File: config.mk
export PLATFORM = sky130hd
export DESIGN_NAME = serial_adder
export DESIGN_NICKNAME = d
export VERILOG_FILES = /design/src/rtl/serial_adder.sv
export SDC_FILE = /design/constraint.sdc
export NUM_CORES = 1
export LEC_CHECK = 0
export ABC_CLOCK_PERIOD_IN_PS = 1600
export BUFFER_PORTS_ARGS = -buffer_cell sky130_fd_sc_hd__buf_2
export CAP_MARGIN = 10
export CORE_ASPECT_RATIO = 0.8
export CORE_MARGIN = 2
export CORE_UTILIZATION = 45
export DETAILED_ROUTE_END_ITERATION = 6
export GPL_TIMING_DRIVEN = 0
export HOLD_SLACK_MARGIN = 0.15
export PLACE_DENSITY_LB_ADDON = 0.1
export SLEW_MARGIN = 25
export SYNTH_ARGS = -nofsm -noshare
export SYNTH_HDL_FRONTEND = slang
export SYNTH_SLANG_ARGS = --single-unit
File: constraint.sdc
create_clock -name clk -period 1.6 [get_ports clk]
set_input_delay 0.08 -clock clk [delete_from_list [all_inputs] [get_ports clk]]
set_output_delay 0.08 -clock clk [all_outputs]
set_load 0.05 [all_outputs]
File: src/rtl/serial_adder.sv
// serial_adder: bit-serial unsigned adder, LSB first, one bit per clock.
// A single full-add cell feeds a sum shift register; the carry is held in a
// flip-flop between bits. start/busy/done handshake, result valid with done.
// Optional macro SERIAL_ADDER_CIN_EN adds a cin port loaded into the carry
// flip-flop on the accepted start edge (for chaining multi-word adds).
module serial_adder #(
  parameter int unsigned WIDTH = 8
) (
  input  logic             clk,
  input  logic             rst_n,
  input  logic             start,
  input  logic [WIDTH-1:0] inp1,
  input  logic [WIDTH-1:0] inp2,
`ifdef SERIAL_ADDER_CIN_EN
  input  logic             cin,
`endif
  output logic [WIDTH-1:0] out,
  output logic             carry,
  output logic             busy,
  output logic             done
);

  localparam int unsigned CW = (WIDTH > 1) ? $clog2(WIDTH) : 1;

  typedef enum logic [1:0] {
    IDLE = 2'd0,
    RUN  = 2'd1,
    DONE = 2'd2
  } state_t;

  state_t           state_q, state_d;
  logic [WIDTH-1:0] a_q, a_d;
  logic [WIDTH-1:0] b_q, b_d;
  logic [WIDTH-1:0] s_q, s_d;
  logic             c_q, c_d;
  logic [CW-1:0]    cnt_q, cnt_d;
  logic [WIDTH-1:0] out_d;
  logic             carry_d;
  logic             busy_d;
  logic             done_d;
  logic             sum_bit;
  logic             carry_bit;
  logic             cin_val;

`ifdef SERIAL_ADDER_CIN_EN
  assign cin_val = cin;
`else
  assign cin_val = 1'b0;
`endif

  // Single-bit full-add cell on the current LSBs and the carry flip-flop.
  always_comb begin
    sum_bit   = a_q[0] ^ b_q[0] ^ c_q;
    carry_bit = (a_q[0] & b_q[0]) | (c_q & (a_q[0] ^ b_q[0]));
  end

  // Next-state and next-register values for the handshake FSM and datapath.
  always_comb begin
    state_d = state_q;
    a_d     = a_q;
    b_d     = b_q;
    s_d     = s_q;
    c_d     = c_q;
    cnt_d   = cnt_q;
    out_d   = out;
    carry_d = carry;

    case (state_q)
      IDLE, DONE: begin
        state_d = IDLE;
        if (start) begin
          a_d     = inp1;
          b_d     = inp2;
          c_d     = cin_val;
          cnt_d   = '0;
          state_d = RUN;
        end
      end
      RUN: begin
        a_d   = a_q >> 1;
        b_d   = b_q >> 1;
        s_d   = {sum_bit, s_q[WIDTH-1:1]};
        c_d   = carry_bit;
        cnt_d = cnt_q + CW'(1);
        if (cnt_q == CW'(WIDTH - 1)) begin
          out_d   = {sum_bit, s_q[WIDTH-1:1]};
          carry_d = carry_bit;
          cnt_d   = '0;
          state_d = DONE;
        end
      end
      default: state_d = IDLE;
    endcase

    busy_d = (state_d == RUN);
    done_d = (state_d == DONE);
  end

  // State and datapath registers with synchronous active-low reset.
  always_ff @(posedge clk) begin
    if (!rst_n) begin
      state_q <= IDLE;
      a_q     <= '0;
      b_q     <= '0;
      s_q     <= '0;
      c_q     <= 1'b0;
      cnt_q   <= '0;
      out     <= '0;
      carry   <= 1'b0;
      busy    <= 1'b0;
      done    <= 1'b0;
    end else begin
      state_q <= state_d;
      a_q     <= a_d;
      b_q     <= b_d;
      s_q     <= s_d;
      c_q     <= c_d;
      cnt_q   <= cnt_d;
      out     <= out_d;
      carry   <= carry_d;
      busy    <= busy_d;
      done    <= done_d;
    end
  end

endmodule

==> impl_results.md <==
* Vias post-DR at 1437
* Crit-path max FO at 9
* Area share of the largest cell type after synthesis at 49.7%
* Wire length on met1 at 1780 um
* Initial core utilization at 47.1%
* DRT Pass-1 Iters at 4
* Routability Congestion at approximately 0.75
* Antenna cells at 0
* Port Buf Inserts at 28
* Area Overhead vs Synth at 27.5%
* Distinct cells, synth at 21
* Die span in y at 57.5 um
* Syn Nets at 213
* Clock Sinks at 40
* Vias in the first global route at 1310
* Tot GR Track Use at 19.1%
* Most frequent cell after synthesis: nand2_1
* Pin count of the biggest net entering global routing at 12
* Clk_lat worst skew at 0.29 ns
* Async set-reset flop share out of synthesis at 0%
* Row count at 19
* Ys flop type: dfxtp_1
* Synth Cell Area at 0.00161 mm2
* Fin nets at 264
* CP Launch Type: flip-flop
* Hold/Removal Path Class: in -> reg
* Max-slew violations at 0
* DRC violations left at 0
* Clock Skews at 0.00615 ns
* Antenna-violating nets left at 0
* Root buffer cell: clkbuf_8
* 1st-iter DRT viols at 63
* First-pass GRT wire length at 6110 um
* Worst Path Arrival at approximately 1.7 ns
* Worst setup EP type: flip-flop
* Initial antenna violation count at 0
* Die width at between 70 and 80 um
* Fmax at 0.678 GHz
* Final setup fails at 0
* Top-level port count at 30
* Core Box Area at 0.00342 mm2
* Pre-CTS WS at around 0.096 ns
* Clock transition at path regs at 0.08 ns
* WHS at between 0.15 and 0.2 ns
* WL per Instance at 12.3 um
* Status: finished, final reports clean
* Wire length on met2 at about 1500 um
* Period minus WS final at about 1.5 ns
* Detailed placer's ending HPWL at around 2400 um
* Kind of critical path: reg -> reg
* PD cells at 972 mW/mm2
* Sequential element share of the synthesized area at 49.7%
* Highest Signal Layer: met4
* CTS buffer count at 5
* Synth warn at 0
* Congestion Overflow GR at 0
* Leading area contributor after synthesis: dfxtp_1
* Dpl cell area at 0.00181 mm2
* Die area at about 0.004 mm2
* CTS Buffer Depth at 2
* Synth Instances at between 150 and 200
* Setup TNS at 0 ns
* Vias/cell at 5.04
* Top cells by count, synth: nand2_1 (56), dfxtp_1 (40), a21boi_0 (17), a31oi_1 (15)
* Maximum VDD drop at around 530 uV
* Post-route worst setup slack at approximately 0.13 ns
* CP required at 1.81 ns
* Hold Violations, Final at 0
* Dominant cells by area after synthesis: dfxtp_1 (50%), nand2_1 (13%), a21boi_0 (7.9%)
* Synthesized area per cell at 8.44 um2
* Core Util, Final at approximately 60%
* Met3 Routed Length at around 130 um
* MaxCap Viol Count at 0
* Share of layout cells above drive strength 1 at 18.9%
* Final Cycle Share at 92.1%
* Worst Max-Slew Pin Slew at 0.380 ns
* Max_slew headroom at 74.6%
* Post-synth EDFFs at 0
* Leak at 0.827 nW
* Detailed Route WL at 3510 um
* Design area at 0.00206 mm2
* H-tree levels at 2
* Yosys reg bits at 40
* TritonCTS clock tree: done
* RSZ-0062 raised after global routing: no
## where the power goes
part / internal, W / switching, W
clock network: 0.000352 / 0.000330
logic: 0.000115 / 0.000133
registers: 0.00104 / 0.0000265
total: 0.00151 / 0.000490
## registers in the layout, summed over array words and instances (netlist names)
register and cells:
a_q 8, b_q 8, out 8, s_q 7
cnt_q 3, state_q 2, busy 1, c_q 1
carry 1, done 1
## layer usage
metal	global-route usage (%)	vias up
met5	0	-
met4	8.89	0
met3	4.59	8
met2	28.4	22
met1	26.4	659
li1	-	748
## stage by stage
step / power [W] / std cells
after floorplan: 0.00124 / 191
after global placement: 0.00130 / 261
after detailed placement: 0.00131 / 261
after CTS: 0.00201 / 285
after global routing: 0.00210 / 285
final: 0.00200 / 285
## cell type report
type	count	area, um2
multi-input cells	135	726
fillers	331	1370
plain buffers	16	87.6
flip-flops and latches	40	801
clock buffers	8	90.1
repair buffers	44	300
well taps	42	52.6
## logic make-up (layout without fill, tap and decap cells)
| family | count (synthesis) | in the layout | synth area share, % |
|---|---|---|---|
| AOI/OAI and AO/OA | 51 | 51 | 20.2 |
| adders and majority gates | 3 | 3 | 2.79 |
| DFF | 40 | 40 | 49.7 |
| and+or+nand+nor | 81 | 81 | 22.0 |
| buffers and inverters | 16 | 68 | 5.35 |
## worst max-delay path: stages, from the launching register on
cell and delay (ns):
dfxtp_1 0.34, ha_1 0.20, ha_1 0.23, nand3b_1 0.32, nand2_1 0.11, a21boi_0 0.19
## cells in the final DEF, fill, tap and decap left out, drive strengths merged
cell	count
a21boi	21
a31oi	15
and2	2
and2b	1
and3	2
buf	38
clkbuf	14
dfxtp	40
dlygate4sd3	16
fa	1
ha	2
nand2	56
nand2b	2
nand3	14
nand3b	1
nor2b	2
nor4b	1
o21ai	15
## what timing repair did
| action | CTS | global route |
|---|---|---|
| resized for setup | 0 | 2 |
| setup buffers | 0 | 0 |
| endpoints found under the hold margin | 16 | 0 |
| setup endpoints to repair | 0 | 8 |
| hold buffers | 16 | 0 |
## final timing paths
| check | from | end | slack, ns | depth (start not counted) |
|---|---|---|---|---|
| worst max-delay path | cnt_q[0] | out[7] | 0.13 | 5 |
| worst min-delay path | rst_n | cnt_q[2] | 0.18 | 2 |
| worst max register to register | cnt_q[0] | out[7] | 0.13 | 5 |
| worst min register to register | out[1] | out[1] | 0.46 | 2 |
Power figures use the tool's default switching activity.
